[src/rtl/iob_piso_shift_if.sv]
// Handshake and serial-side signals of the parallel-in serial-out shifter.
// The master drives the parallel word and clock enable; the slave drives the serial outputs.
interface iob_piso_shift_if #(
  parameter int DATA_W = 8
);
  logic              ce_i;
  logic [DATA_W-1:0] data_i;
  logic              valid_i;
  logic              ready_o;
  logic              serial_o;
  logic              sdata_valid_o;
  logic              done_o;
  logic              busy_o;

  modport master (
    output ce_i, data_i, valid_i,
    input  ready_o, serial_o, sdata_valid_o, done_o, busy_o
  );

  modport slave (
    input  ce_i, data_i, valid_i,
    output ready_o, serial_o, sdata_valid_o, done_o, busy_o
  );
endinterface

[src/rtl/iob_piso_shift.sv]
// Parallel-in serial-out shifter: one DATA_W-bit word per valid/ready transfer, one bit per enabled cycle.
// state | meaning
// IDLE  | no word in flight, serial line at IDLE_VAL
// SHIFT | word in flight, cnt = bits still to present including the current one
module iob_piso_shift #(
  parameter int DATA_W    = 8,
  parameter int MSB_FIRST = 1,
  parameter int IDLE_VAL  = 1
) (
  input logic              clk_i,
  input logic              arst_i,
  iob_piso_shift_if.slave  bus
);
  localparam int   CNT_W    = $clog2(DATA_W + 1);
  localparam logic IDLE_BIT = IDLE_VAL[0];

  typedef enum logic {IDLE, SHIFT} state_t;

  state_t            state, state_nxt;
  logic [DATA_W-1:0] sr, sr_nxt;
  logic [CNT_W-1:0]  cnt, cnt_nxt;
  logic              last;
  logic              accept;

  assign last   = (cnt == CNT_W'(1));
  assign accept = bus.valid_i & bus.ready_o & bus.ce_i;

  always_ff @(posedge clk_i or posedge arst_i) begin
    if (arst_i) begin
      state <= IDLE;
      sr    <= '0;
      cnt   <= '0;
    end else begin
      state <= state_nxt;
      sr    <= sr_nxt;
      cnt   <= cnt_nxt;
    end
  end

  // A new word can only be accepted while idle or on the last bit, so accept never truncates a word
  always_comb begin
    state_nxt = state;
    sr_nxt    = sr;
    cnt_nxt   = cnt;
    if (accept) begin
      state_nxt = SHIFT;
      sr_nxt    = bus.data_i;
      cnt_nxt   = CNT_W'(DATA_W);
    end else if (bus.ce_i && state == SHIFT) begin
      if (last) begin
        state_nxt = IDLE;
        cnt_nxt   = '0;
      end else begin
        sr_nxt  = (MSB_FIRST != 0) ? (sr << 1) : (sr >> 1);
        cnt_nxt = cnt - CNT_W'(1);
      end
    end
  end

  always_comb begin
    bus.ready_o       = (state == IDLE) | ((state == SHIFT) & last);
    bus.sdata_valid_o = (state == SHIFT);
    bus.busy_o        = (state == SHIFT);
    bus.done_o        = (state == SHIFT) & last;
    bus.serial_o      = IDLE_BIT;
    if (state == SHIFT)
      bus.serial_o = (MSB_FIRST != 0) ? sr[DATA_W-1] : sr[0];
  end
endmodule

[src/flat_wrapper.sv]
// flat-port wrapper written by rule: the top's interface ports become plain ports
module iob_piso_shift_flat 
#(
  parameter int DATA_W    = 8,
  parameter int MSB_FIRST = 1,
  parameter int IDLE_VAL  = 1
)
  (clk_i, arst_i, bus_ce_i, bus_data_i, bus_valid_i, bus_ready_o, bus_serial_o, bus_sdata_valid_o, bus_done_o, bus_busy_o);
  iob_piso_shift_if #(.DATA_W(DATA_W)) bus_i ();
  input logic clk_i;
  input logic arst_i;
  input wire logic [$bits(bus_i.ce_i)-1:0] bus_ce_i;
  input wire logic [$bits(bus_i.data_i)-1:0] bus_data_i;
  input wire logic [$bits(bus_i.valid_i)-1:0] bus_valid_i;
  output wire logic [$bits(bus_i.ready_o)-1:0] bus_ready_o;
  output wire logic [$bits(bus_i.serial_o)-1:0] bus_serial_o;
  output wire logic [$bits(bus_i.sdata_valid_o)-1:0] bus_sdata_valid_o;
  output wire logic [$bits(bus_i.done_o)-1:0] bus_done_o;
  output wire logic [$bits(bus_i.busy_o)-1:0] bus_busy_o;
  assign bus_i.ce_i = bus_ce_i;
  assign bus_i.data_i = bus_data_i;
  assign bus_i.valid_i = bus_valid_i;
  assign bus_ready_o = bus_i.ready_o;
  assign bus_serial_o = bus_i.serial_o;
  assign bus_sdata_valid_o = bus_i.sdata_valid_o;
  assign bus_done_o = bus_i.done_o;
  assign bus_busy_o = bus_i.busy_o;
  iob_piso_shift #(.DATA_W(DATA_W), .MSB_FIRST(MSB_FIRST), .IDLE_VAL(IDLE_VAL)) u_core (.clk_i(clk_i), .arst_i(arst_i), .bus(bus_i));
endmodule
[config.mk]
export PLATFORM = sky130hd
export DESIGN_NAME = iob_piso_shift_flat
export DESIGN_NICKNAME = d
export VERILOG_FILES = /design/src/rtl/iob_piso_shift_if.sv /design/src/rtl/iob_piso_shift.sv /design/src/flat_wrapper.sv
export SDC_FILE = /design/constraint.sdc
export NUM_CORES = 1
export LEC_CHECK = 0
export CORE_AREA = 5 5 42 44
export CTS_CLUSTER_SIZE = 30
export DETAILED_ROUTE_END_ITERATION = 10
export DIE_AREA = 0 0 47 49
export DONT_BUFFER_PORTS = 1
export PLACE_DENSITY = 0.67
export SLEW_MARGIN = 25
export SYNTH_ARGS = -nofsm -noshare
export SYNTH_HDL_FRONTEND = slang
export SYNTH_SLANG_ARGS = --single-unit
[constraint.sdc]
create_clock -name clk_i -period 4.55 [get_ports clk_i]
set_clock_uncertainty 0.15 [all_clocks]
set_input_delay 0 -clock clk_i [delete_from_list [all_inputs] [get_ports clk_i]]
set_output_delay 0 -clock clk_i [all_outputs]
set_load 0.03 [all_outputs]
# Word-level counts from Yosys, hierarchy flattened
# Index checks and enable logic that the tools add are counted.
totals:
  regBits: 13
  output_inout_bits: 5
classes:
  add_sub_neg: 1
  n_eq_ne: 2
  mux: 10
  bitwise_logic: 5
  reduce_logical: 5
ops:
  columns: ["op", "count"]
  rows:
  - ["$mux 8", 3]
  - ["$mux 4", 3]
  - ["$eq 4x1->1 const B", 1]
  - ["$mux 1", 4]
  - ["$reduce_and 2->1", 2]
  - ["$reduce_bool 2->1", 2]
  - ["$sub 4x1->4 const B", 1]
  - ["$and 1x1->1", 3]
  - ["$ne 2x2->1 const B", 1]
  - ["$logic_and 1x1->1", 1]
  - ["$not 1->1", 1]
  - ["$or 1x1->1", 1]

# Depth between registers and ports, before layout
# Gate-level depths: netlist of run 1.
depth:
  depth_word: 7
  depth_mapped: 7

# Worst setup path before layout of run 1
# OpenSTA, ideal clock, no wires.
synth_timing:
  kind: "reg-to-reg"
  startpoint: "reg u_core.cnt[1]"
  endpoint: "reg u_core.sr[1]"
  setup_time_ns: 0.123
  arrival_ns: 1.704
  slack_ns: 2.573
  path_stages_with_launch: 8
  period_less_slack_ns: 1.977
  cell_sequence: "dfrtp_1 inv_1 ha_1 or3b_1 buf_2 a211o_1 buf_6 o221a_1"
synth_via:
  elab_chain_len: 7
synth_rtl:
  columns: ["element", "line_no", "rtl"]
  rows:
  - ["start: declaration", "iob_piso_shift.sv:21", "logic [CNT_W-1:0] cnt, cnt_nxt;"]
  - ["start signal: assignment", "iob_piso_shift.sv:36", "cnt <= cnt_nxt;"]
  - ["$eq 4x1->1 *", "iob_piso_shift.sv:25", "assign last = (cnt == CNT_W'(1));"]
  - ["$and 1x1->1", "iob_piso_shift.sv:61", "bus.ready_o = (state == IDLE) | ((state == SHIFT) & last);"]
  - ["$or 1x1->1", "iob_piso_shift.sv:61", null]
  - ["$and 1x1->1 (2 in series)", "iob_piso_shift.sv:26", "assign accept = bus.valid_i & bus.ready_o & bus.ce_i;"]
  - ["$ne 2x2->1 (no line) / $reduce_bool 2->1 (equally long branches)", null, null]
  - ["$reduce_and 2->1 (no line)", null, null]
  - ["end signal: assignment", "iob_piso_shift.sv:35", "sr <= sr_nxt;"]
  - ["end: declaration", "iob_piso_shift.sv:20", "logic [DATA_W-1:0] sr, sr_nxt;"]
# Every way passes the cells marked *; elsewhere a longest branch is shown, timed or not.
# A chain may end at the register's enable or synchronous reset.

# Worst setup path in the final report of run 1
layout_timing:
  startpoint: "reg u_core.state (netlist: u_core.bus.busy_o)"
  endpoint: "reg u_core.sr[4]"
layout_via:
  elab_chain_len: 6
layout_rtl:
  columns: ["element", "line_no", "rtl"]
  rows:
  - ["start: declaration", "iob_piso_shift.sv:19", "state_t state, state_nxt;"]
  - ["start signal: assignment", "iob_piso_shift.sv:34", "state <= state_nxt;"]
  - ["$and 1x1->1 / $not 1->1 (equally long branches)", "iob_piso_shift.sv:61", null]
  - ["$or 1x1->1", "iob_piso_shift.sv:61", null]
  - ["$and 1x1->1 (2 in series)", "iob_piso_shift.sv:26", null]
  - ["$ne 2x2->1 (no line) / $reduce_bool 2->1 (equally long branches)", null, null]
  - ["$reduce_and 2->1 (no line)", null, null]
# Several ways; a longest one is shown, not always the timed one.

==> flow_results.xml, run 1 <==
<?xml version="1.0" encoding="UTF-8"?>
<metrics>
  <group name="status">
    <metric name="status" unit="">finished, final reports clean</metric>
  </group>
  <group name="die">
    <metric name="die-width" unit="um">47</metric>
    <metric name="boundaryPins" unit="">17</metric>
    <metric name="fp.dieArea" unit="um2">2303</metric>
    <metric name="initial_utilization" unit="%">49.64</metric>
    <metric name="core-area" unit="um2">1401</metric>
    <metric name="row_count" unit="">14</metric>
    <metric name="die_height" unit="um">49</metric>
  </group>
  <group name="logic_synthesis">
    <metric name="cell_taking_the_most_area_after_synthesis" unit="">dfrtp_1</metric>
    <metric name="post_synth_main_area_contributors" unit="">dfrtp_1, o221a_1, nand3b_1, inv_1, ha_1</metric>
    <metric name="async_reset_ff_share" unit="%">100.0</metric>
    <metric name="yosysSeqAreaShare" unit="%">46.76</metric>
    <metric name="synth_cell_type_count" unit="">24</metric>
    <metric name="postSynth.topFlopCell" unit="">dfrtp_1</metric>
    <metric name="syn-mean-instance-area" unit="um2">9.938</metric>
    <metric name="post_synth_most_frequent_cells" unit="">dfrtp_1, inv_1, o221a_1</metric>
    <metric name="synth-edff-count" unit="">0</metric>
    <metric name="yosys.area.top_type_share" unit="%">46.76</metric>
    <metric name="netlist_instances" unit="">70</metric>
    <metric name="syn_nets" unit="">84</metric>
    <metric name="yosysMostFrequentCell" unit="">dfrtp_1</metric>
    <metric name="synth_warnings" unit="">0</metric>
    <metric name="synth_seq_cells" unit="">13</metric>
    <metric name="cell_area_after_technology_mapping" unit="um2">695.7</metric>
  </group>
  <group name="clock_network">
    <metric name="post_cts_resize_count" unit="">0</metric>
    <metric name="clock_tree.root_cell" unit="">clkbuf_4</metric>
    <metric name="path_clk_slew" unit="ps">80</metric>
    <metric name="cts_buffers" unit="">3</metric>
    <metric name="source_to_sink_clock_delay_at_the_later_pin_of_the_worst_skew_pair" unit="ps">270</metric>
    <metric name="clock_path_buffers" unit="">2</metric>
    <metric name="number_of_levels_in_the_clock_h_tree" unit="">1</metric>
    <metric name="postCtsSetupRepairBufs" unit="">0</metric>
    <metric name="clock_tree_from_tritoncts" unit="">built</metric>
    <metric name="sinks_on_the_clock_net" unit="">13</metric>
  </group>
  <group name="timing">
    <metric name="rsz0062_at_grt" unit="">false</metric>
    <metric name="timing_worst_slew_pin_value" unit="ps">743.3</metric>
    <metric name="finalCritPeriodShare" unit="%">50.75</metric>
    <metric name="fmax" unit="GHz">0.4331</metric>
    <metric name="final_period_minus_worst_setup_slack" unit="ps">2309</metric>
    <metric name="slew_headroom" unit="%">50.44</metric>
    <metric name="finalHoldViolCount" unit="">0</metric>
    <metric name="totalNegativeSetupSlack" unit="ps">0</metric>
    <metric name="slew_viol_final" unit="">0</metric>
    <metric name="setup_viol_count_final" unit="">0</metric>
  </group>
  <group name="critical_path">
    <metric name="max_stage_delay" unit="ps">830</metric>
    <metric name="worstReg2RegEnd" unit="">u_core.sr[4]$_DFFE_PP0P_</metric>
    <metric name="cell_by_cell_trace_of_the_critical_path" unit="">o21ai_0 &gt; a31oi_1 &gt; o221a_1</metric>
    <metric name="timing.critical_path.to_type" unit="">flop</metric>
    <metric name="cpLargestDelayFamily" unit="">compound AO/OA/AOI/OAI gates</metric>
    <metric name="critical_path_arrival" unit="ps">2370</metric>
    <metric name="worstPathBufferInverterCount" unit="">0</metric>
    <metric name="ff2ff_path_depth" unit="">3</metric>
    <metric name="critical_path.startpoint_type" unit="">flop</metric>
    <metric name="crit_type" unit="">flop to flop</metric>
    <metric name="worst_path_required" unit="ps">4610</metric>
    <metric name="critPathMaxFanout" unit="">10</metric>
    <metric name="timing.rr.start" unit="">u_core.bus.busy_o$_DFFE_PP0P_</metric>
    <metric name="critPathSlowestCell" unit="">dfrtp_1</metric>
    <metric name="reg2reg_slack" unit="ps">2240</metric>
  </group>
  <group name="power">
    <metric name="power_density" unit="nW/um2">603.4</metric>
    <metric name="power.share.switching" unit="%">41.40</metric>
    <metric name="power.share.combinational" unit="%">40.6</metric>
    <metric name="p_switching" unit="W">0.0002076</metric>
    <metric name="power.internal" unit="W">0.0002938</metric>
    <metric name="p_leak" unit="nW">0.3516</metric>
    <metric name="power_frac_clock" unit="%">14.2</metric>
    <metric name="ir_worst_vdd" unit="uV">275.3</metric>
    <metric name="register_share_of_total_power" unit="%">45.1</metric>
  </group>
  <group name="global_routing">
    <metric name="initial_antenna_violation_count" unit="">0</metric>
    <metric name="first_global_vias" unit="">532</metric>
    <metric name="grt_max_degree" unit="">15</metric>
    <metric name="grt_remaining_overflow" unit="">0</metric>
    <metric name="global_route_wire_length_before_repair" unit="mm">2.235</metric>
    <metric name="grt_use_total" unit="%">13.82</metric>
  </group>
  <group name="placed_design">
    <metric name="placed_instances" unit="">81</metric>
    <metric name="port_buffers" unit="">0</metric>
    <metric name="globalplace.congestion" unit="">0.8389</metric>
    <metric name="hpwlAfterDp" unit="um">987.1</metric>
  </group>
  <group name="layout">
    <metric name="num-fill-cells" unit="">127</metric>
    <metric name="layout-drive-gt1-share" unit="%">3.704</metric>
    <metric name="syn_to_final_growth" unit="%">19.42</metric>
    <metric name="insertedDiodeCount" unit="">0</metric>
    <metric name="post_layout_nonfiller_instances" unit="">97</metric>
    <metric name="design.final.nets" unit="">96</metric>
  </group>
  <group name="route">
    <metric name="first_pass_iters" unit="">4</metric>
    <metric name="wirelength_met1" unit="um">672</metric>
    <metric name="avgRoutedWirePerCell" unit="um">14.87</metric>
    <metric name="drtIter0Drc" unit="">13</metric>
    <metric name="vias" unit="">563</metric>
    <metric name="postRouteWirelength" unit="mm">1.442</metric>
    <metric name="drt_drc_violations_left" unit="">0</metric>
    <metric name="met3_wl" unit="um">73</metric>
    <metric name="drt.antenna.violating_nets" unit="">0</metric>
    <metric name="met2_length" unit="um">684</metric>
    <metric name="highest-signal-layer" unit="">met4</metric>
    <metric name="per_cell_via_count_in_the_routed_design" unit="">5.804</metric>
  </group>
  <group name="hold_path">
    <metric name="worst_hold_path_type" unit="">input pin to async pin</metric>
  </group>
  <group name="run">
    <metric name="timing.max_cap.violations" unit="">0</metric>
  </group>
</metrics>
==> flip-flops by register name (all words and copies together) (netlist names) <==
signal	cells
u_core.sr	8
u_core.cnt	4
u_core.bus.busy_o	1
==> power by group through the flow <==
stage          Sequential [W]  Combinational (W)   Clock, W
3_3_place_gp         0.000228           0.000184          0
6_report             0.000226           0.000204  0.0000714
2_1_floorplan        0.000207           0.000184          0
3_5_place_dp         0.000228           0.000189          0
5_1_grt              0.000235           0.000226  0.0000800
4_1_cts              0.000226           0.000205  0.0000757
==> metal layers <==
metal,up-vias,global-route usage [%]
li1,272,-
met1,274,17.31
met2,15,20.59
met3,2,3.321
met4,0,8.295
met5,-,0
==> worst max path at each step <==
stage / startpoint / endpoint / slack, ps / cells after the start
finish: u_core.bus.busy_o$_DFFE_PP0P_ / u_core.sr[4]$_DFFE_PP0P_ / 2240 / 3
detailed placement: u_core.bus.busy_o$_DFFE_PP0P_ / u_core.sr[4]$_DFFE_PP0P_ / 2250 / 3
global route: u_core.bus.busy_o$_DFFE_PP0P_ / u_core.sr[4]$_DFFE_PP0P_ / 2040 / 3
global placement: u_core.bus.busy_o$_DFFE_PP0P_ / u_core.sr[4]$_DFFE_PP0P_ / 2250 / 3
floorplan: u_core.cnt[1]$_DFFE_PP0P_ / u_core.sr[1]$_DFFE_PP0P_ / 2570 / 7
CTS: u_core.bus.busy_o$_DFFE_PP0P_ / u_core.sr[4]$_DFFE_PP0P_ / 2210 / 3
==> worst reg2reg max path: stages (launching register included) <==
cell and delay [ps]:
dfrtp_1 830, o21ai_0 360, a31oi_1 590, o221a_1 320
==> layout by cell type, fill, tap and decap left out, types with 2 or more instances in the layout <==
master and n:
nor2b_1 2, o21ai_0 4, a31oi_1 2, dfrtp_1 13, nand3_1 2, nand3b_1 6, o221a_1 7, inv_1 8
dlygate4sd3_1 12, ha_1 2, nand2_1 4, nor2_1 6, clkbuf_4 3
==> kinds of logic after synthesis <==
kind of cell    Yosys count  synth area share [%]
simple gates             25                 20.68
flops                    13                 46.76
buf+inv                  13                 8.813
compound gates           17                 20.14
fa+ha+maj                 2                 3.597
==> cell type report <==
type	count	area [um2]	area share [%]
Timing Repair Buffer	12	120.1	14.46
Clock buffer	4	26.28	3.163
Sequential cell	13	325.3	39.16
Inverter	8	30.03	3.614
Multi-Input combinational cell	44	309.0	37.20
Tap cell	16	20.02	2.410
==> timing repair <==
action	in CTS	in global routing
hold endpoints to repair	26	0
hold buffers	12	0
endpoints found under the setup margin	0	0
==> metrics by stage <==
step | util [%] | instance area [um2] | hold slack (ps) | power, W | setup WS [ps]
4_1_cts | 59.29 | 830.8 | 37.69 | 0.0005063 | 2214
3_5_place_dp | 48.84 | 684.4 | -207.4 | 0.0004171 | 2249
5_1_grt | 59.29 | 830.8 | 85.14 | 0.0005412 | 2040
3_3_place_gp | 48.84 | 684.4 | -211.6 | 0.0004119 | 2253
2_1_floorplan | - | 695.7 | -273.0 | 0.0003915 | 2573
6_report | 59.29 | 830.8 | 38.71 | 0.0005013 | 2241
(Power assumes the default switching activity.)
==> inputs of run 2 (changes only) <==
--- a/config.mk
+++ b/config.mk
@@ -5,12 +5,13 @@
 export SDC_FILE = /design/constraint.sdc
 export NUM_CORES = 1
 export LEC_CHECK = 0
-export CORE_AREA = 5 5 42 44
+export ABC_AREA = 1
+export CORE_MARGIN = 5
+export CORE_UTILIZATION = 55
 export CTS_CLUSTER_SIZE = 30
 export DETAILED_ROUTE_END_ITERATION = 10
-export DIE_AREA = 0 0 47 49
 export DONT_BUFFER_PORTS = 1
-export PLACE_DENSITY = 0.67
+export PLACE_DENSITY = 0.7
 export SLEW_MARGIN = 25
 export SYNTH_ARGS = -nofsm -noshare
 export SYNTH_HDL_FRONTEND = slang
==> constraint.sdc (replaced) <==
create_clock -name clk_i -period 2.2 [get_ports clk_i]
set_clock_uncertainty 0.15 [all_clocks]
set_input_delay 0 -clock clk_i [delete_from_list [all_inputs] [get_ports clk_i]]
set_output_delay 0 -clock clk_i [all_outputs]
set_load 0.03 [all_outputs]
==> run 2 against run 1 <==
Sequential power increased by 93%. Combinational power grew to 3.2 times the previous value. Final cell count up 46%. Non-clock buffer count is 8 higher. Die area fell by 2.4%. Worst setup slack lost 2100 ps. Final area increased by 25%. Largest cell class is now multi-input combinational cells.
==> flow_results.xml, run 2 <==
<?xml version="1.0" encoding="UTF-8"?>
<metrics>
  <group name="status">
    <metric name="status" unit="">finished, final reports clean</metric>
  </group>
  <group name="layout">
    <metric name="num-fill-cells" unit="">99</metric>
    <metric name="most-common-layout-cells" unit="">nand2_1, nand3_1, inv_1</metric>
    <metric name="insertedDiodeCount" unit="">0</metric>
    <metric name="post_layout_nonfiller_instances" unit="">142</metric>
    <metric name="mostFrequentLayoutCell" unit="">nand2_1</metric>
    <metric name="seq_area" unit="um2">325.3</metric>
    <metric name="syn_to_final_growth" unit="%">34.47</metric>
    <metric name="layout-drive-gt1-share" unit="%">9.449</metric>
    <metric name="flip_flop_count_of_the_largest_register_all_copies_and_words_added" unit="">8</metric>
    <metric name="multi_input_area" unit="um2">387.9</metric>
    <metric name="largest-register" unit="">u_core.sr</metric>
    <metric name="design.final.nets" unit="">142</metric>
  </group>
  <group name="placed_design">
    <metric name="hpwlAfterDp" unit="mm">1.104</metric>
    <metric name="globalplace.congestion" unit="">0.8128</metric>
    <metric name="port_buffers" unit="">0</metric>
    <metric name="placed_instances" unit="">119</metric>
  </group>
  <group name="clock_network">
    <metric name="source_to_sink_clock_delay_at_the_later_pin_of_the_worst_skew_pair" unit="ps">280</metric>
    <metric name="clock_tree_from_tritoncts" unit="">built</metric>
    <metric name="postCtsSetupRepairBufs" unit="">0</metric>
    <metric name="cts_buffers" unit="">3</metric>
    <metric name="clock_path_buffers" unit="">2</metric>
    <metric name="sinks_on_the_clock_net" unit="">13</metric>
    <metric name="path_clk_slew" unit="ps">80</metric>
    <metric name="clock_tree.root_cell" unit="">clkbuf_4</metric>
    <metric name="number_of_levels_in_the_clock_h_tree" unit="">1</metric>
  </group>
  <group name="power">
    <metric name="p_switching" unit="W">0.0005706</metric>
    <metric name="power_frac_clock" unit="%">12.1</metric>
    <metric name="power.share.combinational" unit="%">52.6</metric>
    <metric name="register_share_of_total_power" unit="%">35.3</metric>
    <metric name="p_leak" unit="nW">0.5456</metric>
    <metric name="ir_worst_vdd" unit="uV">628.0</metric>
    <metric name="power.internal" unit="W">0.0006649</metric>
    <metric name="power.share.switching" unit="%">46.18</metric>
    <metric name="power_density" unit="nW/um2">1194</metric>
  </group>
  <group name="logic_synthesis">
    <metric name="yosysSeqAreaShare" unit="%">42.28</metric>
    <metric name="dominant_combinational_cell_family_by_area_after_synthesis" unit="">simple AND/OR/NAND/NOR gates</metric>
    <metric name="synth-edff-count" unit="">0</metric>
    <metric name="yosys.area.top_type_share" unit="%">42.28</metric>
    <metric name="yosysMostFrequentCell" unit="">nand2_1</metric>
    <metric name="synth_warnings" unit="">0</metric>
    <metric name="netlist_instances" unit="">104</metric>
    <metric name="synth_xor_xnor_area_share" unit="%">1.138</metric>
    <metric name="postSynth.topFlopCell" unit="">dfrtp_1</metric>
    <metric name="post_synth_most_frequent_cells" unit="">nand2_1, nand3_1, inv_1</metric>
    <metric name="synthSimpleGateAreaFrac" unit="%">38.21</metric>
    <metric name="synth_cell_type_count" unit="">16</metric>
    <metric name="cell_taking_the_most_area_after_synthesis" unit="">dfrtp_1</metric>
    <metric name="syn-mean-instance-area" unit="um2">7.399</metric>
    <metric name="synth-adder-area-share" unit="%">3.252</metric>
    <metric name="synth_seq_cells" unit="">13</metric>
    <metric name="syn_nets" unit="">118</metric>
    <metric name="post_synth_mux_area_share" unit="%">0</metric>
    <metric name="post_synth_main_area_contributors" unit="">dfrtp_1, nand3_1, nand2_1, inv_1, nand2_4</metric>
    <metric name="cell_area_after_technology_mapping" unit="um2">769.5</metric>
    <metric name="async_reset_ff_share" unit="%">100.0</metric>
    <metric name="synth_compound_area_share" unit="%">3.902</metric>
  </group>
  <group name="hold_path">
    <metric name="worst_hold_path_type" unit="">input pin to async pin</metric>
  </group>
  <group name="global_routing">
    <metric name="global_route_wire_length_before_repair" unit="mm">3.008</metric>
    <metric name="grt_max_degree" unit="">14</metric>
    <metric name="grt_remaining_overflow" unit="">0</metric>
    <metric name="initial_antenna_violation_count" unit="">0</metric>
    <metric name="grt_use_total" unit="%">20.05</metric>
    <metric name="first_global_vias" unit="">710</metric>
  </group>
  <group name="timing">
    <metric name="timing_worst_slew_pin_value" unit="ps">558.4</metric>
    <metric name="rsz0062_at_grt" unit="">false</metric>
    <metric name="finalHoldViolCount" unit="">0</metric>
    <metric name="totalNegativeSetupSlack" unit="ps">0</metric>
    <metric name="slew_headroom" unit="%">62.64</metric>
    <metric name="setup_viol_count_final" unit="">0</metric>
    <metric name="slew_viol_final" unit="">0</metric>
    <metric name="finalCritPeriodShare" unit="%">92.71</metric>
    <metric name="final_period_minus_worst_setup_slack" unit="ps">2040</metric>
    <metric name="fmax" unit="GHz">0.4903</metric>
  </group>
  <group name="critical_path">
    <metric name="critical_path.startpoint_type" unit="">flop</metric>
    <metric name="worst_path_required" unit="ps">2230</metric>
    <metric name="critical_path_arrival" unit="ps">2070</metric>
    <metric name="critPathMaxFanout" unit="">10</metric>
    <metric name="timing.critical_path.to_type" unit="">flop</metric>
    <metric name="crit_type" unit="">flop to flop</metric>
  </group>
  <group name="route">
    <metric name="drt_drc_violations_left" unit="">0</metric>
    <metric name="postRouteWirelength" unit="mm">1.810</metric>
    <metric name="first_pass_iters" unit="">5</metric>
    <metric name="per_cell_via_count_in_the_routed_design" unit="">5.225</metric>
    <metric name="drt.antenna.violating_nets" unit="">0</metric>
    <metric name="avgRoutedWirePerCell" unit="um">12.75</metric>
    <metric name="vias" unit="">742</metric>
    <metric name="drtIter0Drc" unit="">15</metric>
  </group>
  <group name="die">
    <metric name="die-width" unit="um">47.41</metric>
    <metric name="fp.dieArea" unit="um2">2247</metric>
    <metric name="boundaryPins" unit="">17</metric>
    <metric name="core-area" unit="um2">1318</metric>
    <metric name="initial_utilization" unit="%">58.40</metric>
    <metric name="die_height" unit="um">47.41</metric>
    <metric name="row_count" unit="">13</metric>
  </group>
  <group name="run">
    <metric name="timing.max_cap.violations" unit="">0</metric>
  </group>
</metrics>
==> run 2: cell types whose count changed after synthesis, moves of 4 or more <==
| cell | delta |
|---|---|
| nand3_1 | +20 |
| inv_1 | +12 |
| o221a_1 | -7 |
| nand2_4 | +4 |
| nand3b_1 | -6 |
| nand2_1 | +22 |
==> run 2: cells by family after synthesis <==
logic type | count (synthesis)
AND/OR/NAND/NOR | 60
flip-flops | 13
XOR/XNOR | 1
buffers and inverters | 22
adder cells (fa/ha/maj) | 2
AO/OA/AOI/OAI | 6
==> run 2: power by group through the flow <==
stage	registers [W]	logic, W	clock network [W]
after floorplan	0.000434	0.000433	0
after detailed placement	0.000431	0.000531	0
after CTS	0.000427	0.000606	0.000150
after global routing	0.000448	0.000727	0.000160
final	0.000436	0.000650	0.000149
after global placement	0.000431	0.000521	0
==> run 2: stage by stage <==
step	power, W	util, %	hold slack (ps)	worst slack (ps)	instance area, um2
final	0.001236	78.54	32.58	160.5	1035
after global routing	0.001335	78.54	95.57	31.67	1035
after CTS	0.001182	76.26	41.39	147.0	1005
after detailed placement	0.0009621	59.83	-212.5	700.0	788.3
after global placement	0.0009522	59.83	-220.4	695.9	788.3
after floorplan	0.0008674	-	-273.0	794.3	769.5
==> run 2: what timing repair did <==
action                                 4_1_cts  5_1_grt
hold buffers                                19        0
setup endpoints to repair                    0        5
resized for setup                            0        4
endpoints found under the hold margin       24        0
==> run 2: final timing paths <==
check | start | endpoint | slack, ps | depth (start not counted)
max reg2reg | u_core.cnt[0]$_DFFE_PP0P_ | u_core.sr[3]$_DFFE_PP0P_ | 160 | 8
max in group asynchronous | arst_i | u_core.bus.busy_o$_DFFE_PP0P_ | 1540 | 2
min in group clk_i | u_core.sr[7]$_DFFE_PP0P_ | u_core.sr[7]$_DFFE_PP0P_ | 370 | 2
min reg2reg | u_core.sr[7]$_DFFE_PP0P_ | u_core.sr[7]$_DFFE_PP0P_ | 370 | 2
max | u_core.cnt[0]$_DFFE_PP0P_ | u_core.sr[3]$_DFFE_PP0P_ | 160 | 8
min | arst_i | u_core.cnt[3]$_DFFE_PP0P_ | 30 | 2
==> run 2: cell type report <==
cell class | count | area share, %
tap | 15 | 1.814
timing repair buffer | 20 | 19.11
sequential | 13 | 31.44
multi-input combinational | 69 | 37.48
clock buffer | 4 | 2.539
inverter | 21 | 7.618
==> run 2: per-layer routing <==
metal / wire length (um) / GRT usage [%] / share of wire, % / up-vias
met4: 85 / 17.13 / 4.7 / 0
met3: 96 / 4.215 / 5.3 / 9
met1: 732 / 21.36 / 40 / 336
met5: 0 / 0 / 0 / -
li1: - / - / - / 373
met2: 895 / 33.16 / 49 / 24
==> run 2: critical path, cell delays in order, from the launching register on <==
cell and delay, ps:
dfrtp_1 410, ha_1 250, nand2_4 130, nand2_8 120, nand2_8 120, nand2_1 50, nand3_1 70, dlygate4sd3_1 570
nand2_1 60
==> inputs of run 3 (changes only) <==
--- a/config.mk
+++ b/config.mk
@@ -6,12 +6,15 @@
 export NUM_CORES = 1
 export LEC_CHECK = 0
 export ABC_AREA = 1
+export CAP_MARGIN = 40
+export CELL_PAD_IN_SITES_DETAIL_PLACEMENT = 1
+export CELL_PAD_IN_SITES_GLOBAL_PLACEMENT = 1
 export CORE_MARGIN = 5
-export CORE_UTILIZATION = 55
+export CORE_UTILIZATION = 42
 export CTS_CLUSTER_SIZE = 30
 export DETAILED_ROUTE_END_ITERATION = 10
 export DONT_BUFFER_PORTS = 1
-export PLACE_DENSITY = 0.7
+export PLACE_DENSITY_LB_ADDON = 0.1
 export SLEW_MARGIN = 25
 export SYNTH_ARGS = -nofsm -noshare
 export SYNTH_HDL_FRONTEND = slang
==> constraint.sdc (replaced) <==
create_clock -name clk_i -period 2.2 [get_ports clk_i]
set_clock_uncertainty 0.15 [all_clocks]
set_input_delay 0 -clock clk_i [delete_from_list [all_inputs] [get_ports clk_i]]
set_output_delay 0 -clock clk_i [all_outputs]
set_load 0.05 [all_outputs]
==> run 3 against run 2 <==
Non-clock buffer count increased by 3. Sequential power grew 3%. Worst setup slack worse by 31 ps. Largest cell class unchanged. Largest power group unchanged. Highest routed layer unchanged.
==> flow_results.xml, run 3 (same netlist as run 2, synthesis figures left out) <==
<?xml version="1.0" encoding="UTF-8"?>
<metrics>
  <group name="clock_network">
    <metric name="clock_tree_from_tritoncts" unit="">built</metric>
    <metric name="clock_tree.root_cell" unit="">clkbuf_4</metric>
    <metric name="sinks_on_the_clock_net" unit="">13</metric>
    <metric name="postCtsSetupRepairBufs" unit="">0</metric>
    <metric name="number_of_levels_in_the_clock_h_tree" unit="">1</metric>
    <metric name="cts_buffers" unit="">3</metric>
    <metric name="clock_path_buffers" unit="">2</metric>
    <metric name="path_clk_slew" unit="ps">80</metric>
    <metric name="source_to_sink_clock_delay_at_the_later_pin_of_the_worst_skew_pair" unit="ps">290</metric>
  </group>
  <group name="timing">
    <metric name="fmax" unit="GHz">0.4830</metric>
    <metric name="slew_headroom" unit="%">65.60</metric>
    <metric name="finalHoldViolCount" unit="">0</metric>
    <metric name="totalNegativeSetupSlack" unit="ps">0</metric>
    <metric name="timing_worst_slew_pin_value" unit="ps">515.4</metric>
    <metric name="setup_viol_count_final" unit="">0</metric>
    <metric name="finalCritPeriodShare" unit="%">94.11</metric>
    <metric name="slew_viol_final" unit="">0</metric>
    <metric name="rsz0062_at_grt" unit="">false</metric>
    <metric name="final_period_minus_worst_setup_slack" unit="ps">2070</metric>
  </group>
  <group name="layout">
    <metric name="mostFrequentLayoutCell" unit="">nand2_1</metric>
    <metric name="insertedDiodeCount" unit="">0</metric>
    <metric name="design.final.nets" unit="">145</metric>
    <metric name="most-common-layout-cells" unit="">nand2_1, nand3_1, inv_1, dlygate4sd3_1, dfrtp_1</metric>
    <metric name="post_layout_nonfiller_instances" unit="">155</metric>
    <metric name="syn_to_final_growth" unit="%">39.35</metric>
    <metric name="flip_flop_count_of_the_largest_register_all_copies_and_words_added" unit="">8</metric>
    <metric name="largest-register" unit="">u_core.sr</metric>
    <metric name="layout-drive-gt1-share" unit="%">10.77</metric>
  </group>
  <group name="route">
    <metric name="drt_drc_violations_left" unit="">0</metric>
    <metric name="drtIter0Drc" unit="">10</metric>
    <metric name="per_cell_via_count_in_the_routed_design" unit="">4.961</metric>
    <metric name="vias" unit="">769</metric>
    <metric name="drt.antenna.violating_nets" unit="">0</metric>
    <metric name="postRouteWirelength" unit="mm">2.253</metric>
    <metric name="avgRoutedWirePerCell" unit="um">14.54</metric>
    <metric name="first_pass_iters" unit="">4</metric>
  </group>
  <group name="critical_path">
    <metric name="timing.rr.start" unit="">u_core.cnt[1]$_DFFE_PP0P_</metric>
    <metric name="crit_type" unit="">flop to flop</metric>
    <metric name="reg2reg_slack" unit="ps">130</metric>
    <metric name="cpLargestDelayFamily" unit="">buffers and inverters</metric>
    <metric name="critical_path_depth" unit="">8</metric>
    <metric name="critPathMaxFanout" unit="">9</metric>
    <metric name="worstReg2RegEnd" unit="">u_core.sr[2]$_DFFE_PP0P_</metric>
    <metric name="cell_by_cell_trace_of_the_critical_path" unit="">inv_1 &gt; ha_1 &gt; nand2_4 &gt; nand3_4 &gt; nand2_4 &gt; nand3_1 &gt; dlygate4sd3_1 &gt; nand2_1</metric>
    <metric name="cpMostUsedCell" unit="">nand2_4</metric>
    <metric name="critical_path.startpoint_type" unit="">flop</metric>
    <metric name="critical_path_arrival" unit="ps">2150</metric>
    <metric name="max_stage_delay" unit="ps">580</metric>
    <metric name="critPathSlowestCell" unit="">dlygate4sd3_1</metric>
    <metric name="ff2ff_path_depth" unit="">8</metric>
    <metric name="worstPathBufferInverterCount" unit="">2</metric>
    <metric name="worst_path_required" unit="ps">2280</metric>
    <metric name="timing.critical_path.to_type" unit="">flop</metric>
  </group>
  <group name="status">
    <metric name="status" unit="">finished, final reports clean</metric>
  </group>
  <group name="power">
    <metric name="p_leak" unit="nW">0.5644</metric>
    <metric name="power_density" unit="nW/um2">1277</metric>
    <metric name="ir_worst_vdd" unit="uV">606.4</metric>
  </group>
  <group name="global_routing">
    <metric name="grt_use_total" unit="%">19.99</metric>
    <metric name="initial_antenna_violation_count" unit="">0</metric>
    <metric name="grt_max_degree" unit="">14</metric>
    <metric name="first_global_vias" unit="">895</metric>
    <metric name="grt_remaining_overflow" unit="">0</metric>
    <metric name="global_route_wire_length_before_repair" unit="mm">3.953</metric>
  </group>
  <group name="die">
    <metric name="initial_utilization" unit="%">44.57</metric>
    <metric name="core-area" unit="um2">1727</metric>
    <metric name="die_height" unit="um">52.81</metric>
    <metric name="row_count" unit="">15</metric>
    <metric name="boundaryPins" unit="">17</metric>
    <metric name="fp.dieArea" unit="um2">2788</metric>
    <metric name="die-width" unit="um">52.81</metric>
  </group>
  <group name="placed_design">
    <metric name="port_buffers" unit="">0</metric>
    <metric name="globalplace.congestion" unit="">0.7329</metric>
    <metric name="placed_instances" unit="">131</metric>
    <metric name="hpwlAfterDp" unit="mm">1.414</metric>
  </group>
  <group name="hold_path">
    <metric name="worst_hold_path_type" unit="">input pin to async pin</metric>
  </group>
  <group name="run">
    <metric name="timing.max_cap.violations" unit="">0</metric>
  </group>
</metrics>
## run 3: per-stage QoR
stage	util [%]	total power, W	hold slack (ps)	setup WS (ps)	cell area, um2
floorplan	-	0.0009327	-273.0	493.9	769.5
global placement	47.25	0.001048	-195.1	718.3	815.8
detailed placement	47.25	0.001071	-204.1	664.1	815.8
CTS	60.36	0.001307	55.58	97.66	1042
global route	62.10	0.001484	93.36	0.5027	1072
finish	62.10	0.001369	38.68	129.6	1072
## run 3: where the power goes
part | switching (W) | internal, W | total, W | leakage (nW)
registers | 0.000104 | 0.000345 | 0.000449 | 0.164
clock network | 0.0000848 | 0.0000705 | 0.000155 | 0.0150
logic | 0.000490 | 0.000275 | 0.000765 | 0.385
## run 3: how the worst max path moves through the flow
stage	end	startpoint	slack (ps)
after global routing	u_core.sr[7]$_DFFE_PP0P_	u_core.cnt[1]$_DFFE_PP0P_	0.5
final	u_core.sr[2]$_DFFE_PP0P_	u_core.cnt[1]$_DFFE_PP0P_	130
after floorplan	bus_done_o	u_core.bus.busy_o$_DFFE_PP0P_	490
after detailed placement	u_core.sr[1]$_DFFE_PP0P_	u_core.cnt[1]$_DFFE_PP0P_	660
after global placement	u_core.sr[7]$_DFFE_PP0P_	u_core.cnt[1]$_DFFE_PP0P_	720
after CTS	u_core.sr[1]$_DFFE_PP0P_	u_core.cnt[1]$_DFFE_PP0P_	100
## run 3: area by class of cell
type / count / area, um2
flip-flops and latches: 13 / 325.3
multi-input cells: 69 / 387.9
fillers: 221 / 654.4
repair buffers: 23 / 222.7
clock buffers: 4 / 26.28
inverters: 21 / 78.83
well taps: 25 / 31.28
## run 3: layer usage
metal  routed length [um]  vias to the layer above  global-route usage, %
li1                     -                      373                      -
met1                  915                      370                  20.91
met2                 1162                       16                  36.78
met3                   75                       10                  3.704
met4                   99                        0                  11.06
met5                    0                        -                      0
## run 3: what timing repair did
| action | 4_1_cts | 5_1_grt |
|---|---|---|
| endpoints found under the hold margin | 25 | 0 |
| setup endpoints to repair | 0 | 8 |
| hold buffers | 20 | 0 |
| resized for setup | 0 | 4 |
